`config.mk`:
```
export PLATFORM = sky130hd
export DESIGN_NAME = tile_buffer_reader
export DESIGN_NICKNAME = d
export VERILOG_FILES = /design/src/rtl/tile_buf_pkg.sv /design/src/rtl/stream_skid_fifo.sv /design/src/rtl/tile_buffer_reader.sv
export SDC_FILE = /design/constraint.sdc
export NUM_CORES = 1
export LEC_CHECK = 0
export ABC_AREA = 1
export BUFFER_PORTS_ARGS = -buffer_cell sky130_fd_sc_hd__buf_2
export CORE_MARGIN = 1.5
export CORE_UTILIZATION = 40
export CTS_CLUSTER_SIZE = 12
export DETAILED_ROUTE_END_ITERATION = 7
export PLACE_DENSITY = 0.67
export SYNTH_ARGS = -nofsm -noshare
export SYNTH_HDL_FRONTEND = slang
export SYNTH_HIERARCHICAL = 1
export SYNTH_SLANG_ARGS = --single-unit
```
`constraint.sdc`:
```
create_clock -name clk -period 2.3 [get_ports clk]
set_clock_uncertainty 0.1 [all_clocks]
set_input_delay 0.115 -clock clk [delete_from_list [all_inputs] [get_ports clk]]
set_output_delay 0.115 -clock clk [all_outputs]
set_load 0.1 [all_outputs]
```
`src/rtl/tile_buf_pkg.sv`:
```
// Shared definitions for the tile staging buffer (read-side reader and write-side loader).
// Contents: default buffer geometry, reader FSM state enum, output FIFO depth,
// and a wrapping address-increment helper.
package tile_buf_pkg;

   localparam int unsigned DEF_DATA_WIDTH = 128;
   localparam int unsigned DEF_DEPTH      = 20;
   localparam int unsigned DEF_LEN_WIDTH  = 16;
   localparam int unsigned FIFO_DEPTH     = 2;

   typedef enum logic [1:0] {
      IDLE   = 2'd0,
      STREAM = 2'd1,
      DRAIN  = 2'd2
   } rd_state_e;

   // Next buffer address, wrapping depth-1 back to 0.
   function automatic int unsigned wrap_inc(input int unsigned addr, input int unsigned depth);
      return (addr + 1 == depth) ? 0 : addr + 1;
   endfunction

endpackage

```
`src/rtl/stream_skid_fifo.sv`:
```
// Two-entry FIFO between the buffer read port and the output stream.
// Ports: clk, rst (sync, active-high); push/push_data write side;
// pop read side (only when valid); head/valid present the oldest entry
// straight from a register; count is the occupancy 0..2.
module stream_skid_fifo #(
   parameter int unsigned WIDTH = 129
) (
   input  logic             clk,
   input  logic             rst,
   input  logic             push,
   input  logic [WIDTH-1:0] push_data,
   input  logic             pop,
   output logic [WIDTH-1:0] head,
   output logic             valid,
   output logic [1:0]       count
);

   logic [WIDTH-1:0] tail;
   logic [1:0]       count_nxt;

   // Occupancy update.
   always_comb begin
      count_nxt = count;
      if (push && !pop)      count_nxt = count + 2'd1;
      else if (pop && !push) count_nxt = count - 2'd1;
   end

   // Head always holds the oldest word so the stream output is registered.
   always_ff @(posedge clk) begin
      if (rst) begin
         count <= 2'd0;
         valid <= 1'b0;
         head  <= '0;
         tail  <= '0;
      end else begin
         count <= count_nxt;
         valid <= (count_nxt != 2'd0);
         if (pop) begin
            if (count == 2'd2) head <= tail;
            else if (push)     head <= push_data;
         end else if (push && count == 2'd0) begin
            head <= push_data;
         end
         if (push && ((count == 2'd1 && !pop) || (count == 2'd2 && pop)))
            tail <= push_data;
      end
   end

endmodule

```
`src/rtl/tile_buffer_reader.sv`:
```
// Read-side controller for the tile staging buffer: walks a wrapping address
// range, absorbs the buffer's 1-cycle read latency and streams words out.
// Ports: clk, rst (sync, active-high); start/base_addr/length command;
// busy/done/err status; rd_addr/rd_data buffer read port;
// m_valid/m_ready/m_data/m_last output stream.
module tile_buffer_reader
   import tile_buf_pkg::*;
#(
   parameter int unsigned DATA_WIDTH = DEF_DATA_WIDTH,
   parameter int unsigned DEPTH      = DEF_DEPTH,
   parameter int unsigned ADDR_WIDTH = $clog2(DEPTH),
   parameter int unsigned LEN_WIDTH  = DEF_LEN_WIDTH
) (
   input  logic                  clk,
   input  logic                  rst,
   input  logic                  start,
   input  logic [ADDR_WIDTH-1:0] base_addr,
   input  logic [LEN_WIDTH-1:0]  length,
   output logic                  busy,
   output logic                  done,
   output logic                  err,
   output logic [ADDR_WIDTH-1:0] rd_addr,
   input  logic [DATA_WIDTH-1:0] rd_data,
   output logic                  m_valid,
   input  logic                  m_ready,
   output logic [DATA_WIDTH-1:0] m_data,
   output logic                  m_last
);

   localparam int unsigned FIFO_WIDTH = DATA_WIDTH + 1;

   rd_state_e             state, state_nxt;
   logic [LEN_WIDTH-1:0]  remaining;
   logic                  inflight, inflight_last;
   logic [1:0]            fifo_count, occupancy;
   logic [FIFO_WIDTH-1:0] fifo_head;
   logic                  pop, issue, accept, credit;
   logic                  busy_nxt, done_nxt, err_nxt;

   assign pop    = m_valid & m_ready;
   assign m_data = fifo_head[DATA_WIDTH-1:0];
   assign m_last = fifo_head[DATA_WIDTH];

   // State register.
   always_ff @(posedge clk) begin
      if (rst) state <= IDLE;
      else     state <= state_nxt;
   end

   // Next state, read issue and status pulses. A read may issue when the FIFO
   // plus the in-flight read leave room, counting a slot freed by this cycle's pop.
   always_comb begin
      state_nxt = state;
      done_nxt  = 1'b0;
      err_nxt   = 1'b0;
      issue     = 1'b0;
      accept    = 1'b0;
      occupancy = fifo_count + 2'(inflight);
      credit    = (occupancy < 2'(FIFO_DEPTH)) || ((occupancy == 2'(FIFO_DEPTH)) && pop);
      unique case (state)
         IDLE: begin
            if (start) begin
               if (length == '0) begin
                  done_nxt = 1'b1;
               end else if (32'(base_addr) >= DEPTH) begin
                  done_nxt = 1'b1;
                  err_nxt  = 1'b1;
               end else begin
                  accept    = 1'b1;
                  state_nxt = STREAM;
               end
            end
         end
         STREAM: begin
            if (credit) begin
               issue = 1'b1;
               if (remaining == LEN_WIDTH'(1)) state_nxt = DRAIN;
            end
         end
         DRAIN: begin
            if (pop && m_last) begin
               state_nxt = IDLE;
               done_nxt  = 1'b1;
            end
         end
         default: state_nxt = IDLE;
      endcase
      busy_nxt = (state_nxt != IDLE);
   end

   // Registered status outputs.
   always_ff @(posedge clk) begin
      if (rst) begin
         busy <= 1'b0;
         done <= 1'b0;
         err  <= 1'b0;
      end else begin
         busy <= busy_nxt;
         done <= done_nxt;
         err  <= err_nxt;
      end
   end

   // Address/length counters and the in-flight read tracker; rd_addr holds
   // the next address to issue.
   always_ff @(posedge clk) begin
      if (rst) begin
         rd_addr       <= '0;
         remaining     <= '0;
         inflight      <= 1'b0;
         inflight_last <= 1'b0;
      end else begin
         inflight      <= issue;
         inflight_last <= issue && (remaining == LEN_WIDTH'(1));
         if (accept) begin
            rd_addr   <= base_addr;
            remaining <= length;
         end else if (issue) begin
            rd_addr   <= ADDR_WIDTH'(wrap_inc(32'(rd_addr), DEPTH));
            remaining <= remaining - LEN_WIDTH'(1);
         end
      end
   end

   stream_skid_fifo #(.WIDTH(FIFO_WIDTH)) u_fifo (
      .clk       (clk),
      .rst       (rst),
      .push      (inflight),
      .push_data ({inflight_last, rd_data}),
      .pop       (pop),
      .head      (fifo_head),
      .valid     (m_valid),
      .count     (fifo_count)
   );

endmodule

```
# After elaboration in Yosys (flattened, before gate mapping)

Cells that the tools add are included.

Output and inout port bits: 138
Bits in registers: 289
Input bits: 153
Logic and storage cells: 81

Magnitude comparators: 2
Add/sub/neg operators: 5
Bitwise logic cells: 3
Equality and inequality tests: 8
Muxes and demuxes: 29
Reductions and logical operators: 22

Operators by type and width:

| operator              | count |
|---|---|
| $mux 129              | 4 |
| $mux 16               | 2 |
| $eq 16x1->1 const B   | 1 |
| $logic_not 16->1      | 1 |
| $mux 2                | 8 |
| $sub 16x1->16 const B | 1 |
| $mux 5                | 3 |
| $mux 1                | 10 |
| $logic_and 1x1->1     | 9 |
| $reduce_bool 2->1     | 4 |
| $add 5x1->6 const B   | 1 |
| $eq 2x2->1 const B    | 3 |
| $eq 6x5->1 const B    | 1 |
| $pmux 2 s3            | 1 |
| $ge 5x5->1 const B    | 1 |
| $eq 2x1->1 const B    | 2 |
| $logic_not 2->1       | 2 |
| $reduce_or 4->1       | 1 |
| $ne 3x2->1 const B    | 1 |
| $add 2x1->2           | 1 |
| $add 2x1->2 const B   | 1 |
| $logic_not 1->1       | 2 |
| $logic_or 1x1->1      | 2 |
| $lt 2x2->1 const B    | 1 |
| other kinds (5)       | 6 |

# Longest topological paths before layout

Depth in word-level cells: 8
Gate-level depth with buffers: 11
Depth with buffers taken out: 11

# By module

The synthesis kept the hierarchy.

Modules (own cells, without submodules):

| module             | cells an instance | area an instance (sq um) | times used | seq. area each (sq um) |
|---|---|---|---|---|
| stream_skid_fifo   | 1,980             | 12,311.8                 | 1          | 5,225.0 |
| tile_buffer_reader | 317               | 1,899.3                  | 1          | 560.5 |

# Worst setup path before layout

OpenSTA, ideal clock, no wires.

Kind: register to register
Start point: reg rd_addr[0]
End point: reg rd_addr[0]
Period minus slack after synthesis: 2.223 ns
Cell stages (with the launch flop): 10
Setup slack: 0.077 ns
Arrival: 2.052 ns
Path buffers: 0
Library setup time: 0.071 ns
Required time: 2.129 ns
Cells stage by stage: dfxtp_1 -> ha_1 -> nand2_1 -> o21ai_0 -> nand2_1 -> nand3_1 -> nand2_1 -> nand2_1 -> nand3_1 -> a21oi_1

Word-level cells in the longest chain between the ends: 5

RTL lines:

| element                | line                      | RTL |
|---|---|---|
| start, declared        | tile_buffer_reader.sv:22  | `output logic [ADDR_WIDTH-1:0] rd_addr,` |
| start signal, assigned | tile_buffer_reader.sv:116 | `rd_addr <= base_addr;` |
| start signal, assigned | tile_buffer_reader.sv:119 | `rd_addr <= ADDR_WIDTH'(wrap_inc(32'(rd_addr), DEPTH));` |
| $add 5x1->6 (*)        | tile_buf_pkg.sv:19        | `return (addr + 1 == depth) ? 0 : addr + 1;` |
| $eq 6x5->1             | tile_buf_pkg.sv:19        |  |
| $mux 5 (*)             | tile_buf_pkg.sv:19        |  |
| $mux 5 (*)             | tile_buffer_reader.sv:118 | `end else if (issue) begin` |
| $mux 5 (*)             | tile_buffer_reader.sv:115 | `if (accept) begin` |

Every way passes the cells marked *; elsewhere a longest branch is shown, timed or not. The select of a mux whose other input is x is not followed.
A chain may end at the register's enable or synchronous reset.

# Final worst setup path

Start point: reg u_fifo.count[0]
End point: reg remaining[1]

Word-level cells in the longest chain between the ends: 7
Elaborated cells on any way between the ends: 8
Classes of those cells: 1 x add/sub; 1 x order compare; 1 x eq/ne; 2 x mux; 3 x reduce/logical

RTL lines:

| element                                | line                      | RTL |
|---|---|---|
| start, declared                        | stream_skid_fifo.sv:15    | `output logic [1:0] count` |
| start signal, assigned                 | stream_skid_fifo.sv:36    | `count <= count_nxt;` |
| $add 2x1->2 (*)                        | tile_buffer_reader.sv:58  | `occupancy = fifo_count + 2'(inflight);` |
| $eq 2x2->1                             | tile_buffer_reader.sv:59  | `credit = (occupancy < 2'(FIFO_DEPTH)) \|\| ((occupancy == 2'(FIFO_DEPTH)) && pop);` |
| $logic_and 1x1->1                      | tile_buffer_reader.sv:59  |  |
| $logic_or 1x1->1 (*)                   | tile_buffer_reader.sv:59  |  |
| $mux 1 (*)                             | tile_buffer_reader.sv:75  | `if (credit) begin` |
| $mux 1 (*)                             | tile_buffer_reader.sv:60  | `unique case (state)` |
| $reduce_bool 2->1 (no source line) (*) | --                        |  |
| end signal, assigned                   | tile_buffer_reader.sv:117 | `remaining <= length;` |
| end signal, assigned                   | tile_buffer_reader.sv:120 | `remaining <= remaining - LEN_WIDTH'(1);` |
| end, declared                          | tile_buffer_reader.sv:33  | `logic [LEN_WIDTH-1:0] remaining;` |

Every way passes the cells marked *; elsewhere a longest branch is shown, timed or not.

==> results_dict.tcl <==
set metrics [dict create \
    wl_mm 38.5 \
    crit_fanout 12 \
    pwr-share-clk_pct 33.1 \
    swShare_pct 39.7 \
    htree_num_levels 2 \
    setup_tns_ns 0 \
    die_area_um2 36700 \
    p_leak_nw 10.2 \
    start_kind "flop" \
    ys_ff_latch 289 \
    whs_ns 0.0884 \
    die_w_um 191 \
    routabilityCongestion 0.829 \
    cts_max_path_buffers 3 \
    cts.clk_slew.worst_paths_ns 0.05 \
    power_frac_seq_pct 33.3 \
    worstPathRequired_ns 2.64 \
    p_int_mw 10.5 \
    vias 14719 \
    period_share_pct 93.1 \
    syn_avg_cell_area_um2 6.19 \
    syn_area_um2 14200 \
    clkLatencyLatePin_ns 0.50 \
    antenna_found_initial 1 \
    drive_gt1_share_pct 14.7 \
    rr_worst_depth 9 \
    start_util_pct 40.8 \
    slew_headroom_pct 63.4 \
    die_h_um 191 \
    hp-class "input port to flop" \
    dp_hpwl_mm 23.5 \
    dpl_cell_area_um2 16000 \
    grt_pass1_vias 13411 \
    syn_inst 2297 \
    setup_viol 0 \
    rsz0062_at_grt "false" \
    hold_path_end "remaining[9]" \
    cts.sink_count 289 \
    synth_top_area_share_pct 40.7 \
    stdcell_count 3144 \
    pin_count 291 \
    cap_violations 0 \
    pwr-share-comb_pct 33.6 \
    dr.first_iter.drc_count 825 \
    setup_ws_ns 0.160 \
    synth_area_leaders "dfxtp_1, nand2_1, nor2_1, inv_1, nand3_1" \
    r2r-start "u_fifo/count[0]" \
    syn-num-nets 2459 \
    yosys.area.top_type "dfxtp_1" \
    cts_tree "built" \
    first_pass_iters 5 \
    wl_per_cell_um 12.3 \
    worstPathArrival_ns 2.48 \
    io_buffers 290 \
    r2r_slack_ns 0.16 \
    ctsRootBufferMaster "clkbuf_16" \
    area_growth_pct 32.4 \
    final_util_pct 54.1 \
    max_stage_delay_ns 0.54 \
    num_rows 68 \
    dp_worst_setup_slack_ns 0.330 \
    maxSlewViolCount 0 \
    grt_max_degree 119 \
    ys_seq_area_share_pct 40.7 \
    core-area_um2 34800 \
    powerDensity_nw_per_um2 926 \
    cp-end-kind "flop" \
    status "finished, final reports clean" \
    hold_violations 0 \
    tightest_slew_ns 0.549 \
    ys_types 29 \
    cts_buffers 35 \
    final_area_um2 18800 \
    finalNetCount 2826 \
    synth_warnings 6 \
    grt_overflow 0 \
    grt_pass1_wl_mm 62.5 \
    crit_type "flop to flop" \
    placed_cells 2922 \
    track_usage_pct 20.4 \
    worst_ir_drop_vdd_uv 608 \
    cp_cell_sequence "ha_1, or2_0, nand2_2, nand2_4, or2_0, nand2_1, nor2_1, nor2_1, dlygate4sd3_1" \
    post-route-min-period_ns 2.14 \
    hold_start "start" \
    switchingPower_mw 6.92 \
    fmax_mhz 467 \
    hold_path_depth 7 \
    r2r-end "remaining[1]" \
    power_mw 17.4 \
    cp_slowest_cell "dlygate4sd3_1" \
    routed_via_density 4.68 \
    drc_errors 0 \
    ant_nets 0 \
]
==> layout by cell type (no fill, tap or decap), drive strengths merged <==
cell type and instances:
a21oi 131, a31oi 1, a32oi 1, buf 323, bufinv 4, clkbuf 55
clkinv 3, dfxtp 289, diode 1, dlygate4sd3 153, ha 9, inv 311
nand2 614, nand3 166, nand4 6, nor2 469, nor3 2, o21ai 141
or2 3, xor2 7
==> logic make-up after synthesis <==
kind of cell	Yosys count	share of synthesized area, %
AOI/OAI and AO/OA	274	9.71
xor gates and xnor gates	7	0.431
adders and majority gates	9	0.792
buffers and inverters	458	13.1
DFF	289	40.7
and+or+nand+nor	1260	35.3
==> sequential cells by signal, summed over array words and instances (netlist names) <==
| register | flops |
|---|---|
| busy | 1 |
| done | 1 |
| err | 1 |
| inflight | 1 |
| inflight_last | 1 |
| rd_addr | 5 |
| remaining | 16 |
| state | 2 |
| u_fifo/count | 2 |
| u_fifo/head | 129 |
| u_fifo/tail | 129 |
| u_fifo/valid | 1 |
==> critical path: cells and delay by family (launching register included) <==
family / cells / cell delay [ns]
and+or+nand+nor: 7 / 0.85
buffers and inverters: 1 / 0.54
DFF: 1 / 0.33
adders and majority gates: 1 / 0.25
==> routing by layer <==
metal  track usage [%]  routed length [um]  share of wire [%]
met1              25.6               17100                 44
met3              4.04                2270                5.9
met4              7.33                1070                2.8
met5                 0                   0                  0
met2              34.7               18100                 47
==> worst max path at each step <==
stage | from | to | slack, ns | cells past startpoint
2_1_floorplan | rd_addr[0] | rd_addr[0] | 0.08 | 9
3_3_place_gp | u_fifo/count[0] | u_fifo/head[79] | 0.40 | 9
3_5_place_dp | u_fifo/count[0] | u_fifo/head[30] | 0.33 | 9
4_1_cts | u_fifo/count[0] | remaining[1] | 0.02 | 9
5_1_grt | length[5] | remaining[1] | 0.007 | 13
6_report | u_fifo/count[0] | remaining[1] | 0.16 | 9
==> timing repair <==
item,in CTS,in global routing
endpoints found under the hold margin,280,0
hold buffers,153,0
resized for setup,0,2
setup buffers,0,7
endpoints found under the setup margin,0,1
==> cell type report <==
| type | count | area, um^2 |
|---|---|---|
| Antenna cell | 1 | 2.50 |
| Clock buffer | 55 | 1080 |
| Clock inverter | 6 | 130 |
| Fill cell | 3295 | 16000 |
| Inverter | 312 | 1180 |
| Multi-Input combinational cell | 1550 | 6620 |
| Sequential cell | 289 | 5790 |
| Tap cell | 455 | 569 |
| Timing Repair Buffer | 476 | 3440 |
==> cell usage after synthesis <==
master,n
a21oi_1,131
a31oi_1,1
a32oi_1,1
buf_1,6
buf_2,71
buf_4,5
buf_6,4
clkbuf_1,60
clkinv_1,1
dfxtp_1,289
ha_1,9
inv_1,307
inv_2,4
nand2_1,609
nand2_2,3
nand2_4,2
nand3_1,165
nand3_4,1
nand4_1,6
nor2_1,464
nor2_2,4
nor2_4,1
nor3_1,2
o21ai_0,138
o21ai_1,2
o21ai_2,1
or2_0,2
or2_1,1
xor2_1,7
==> power by group through the flow <==
stage	combinational, mW	clock [mW]	sequential (mW)
2_1_floorplan	1.91	0	8.55
3_3_place_gp	5.54	0	5.89
3_5_place_dp	5.61	0	5.90
4_1_cts	5.83	5.94	5.79
5_1_grt	6.34	6.16	5.85
6_report	5.86	5.77	5.79
Power figures use the tool's default switching activity.
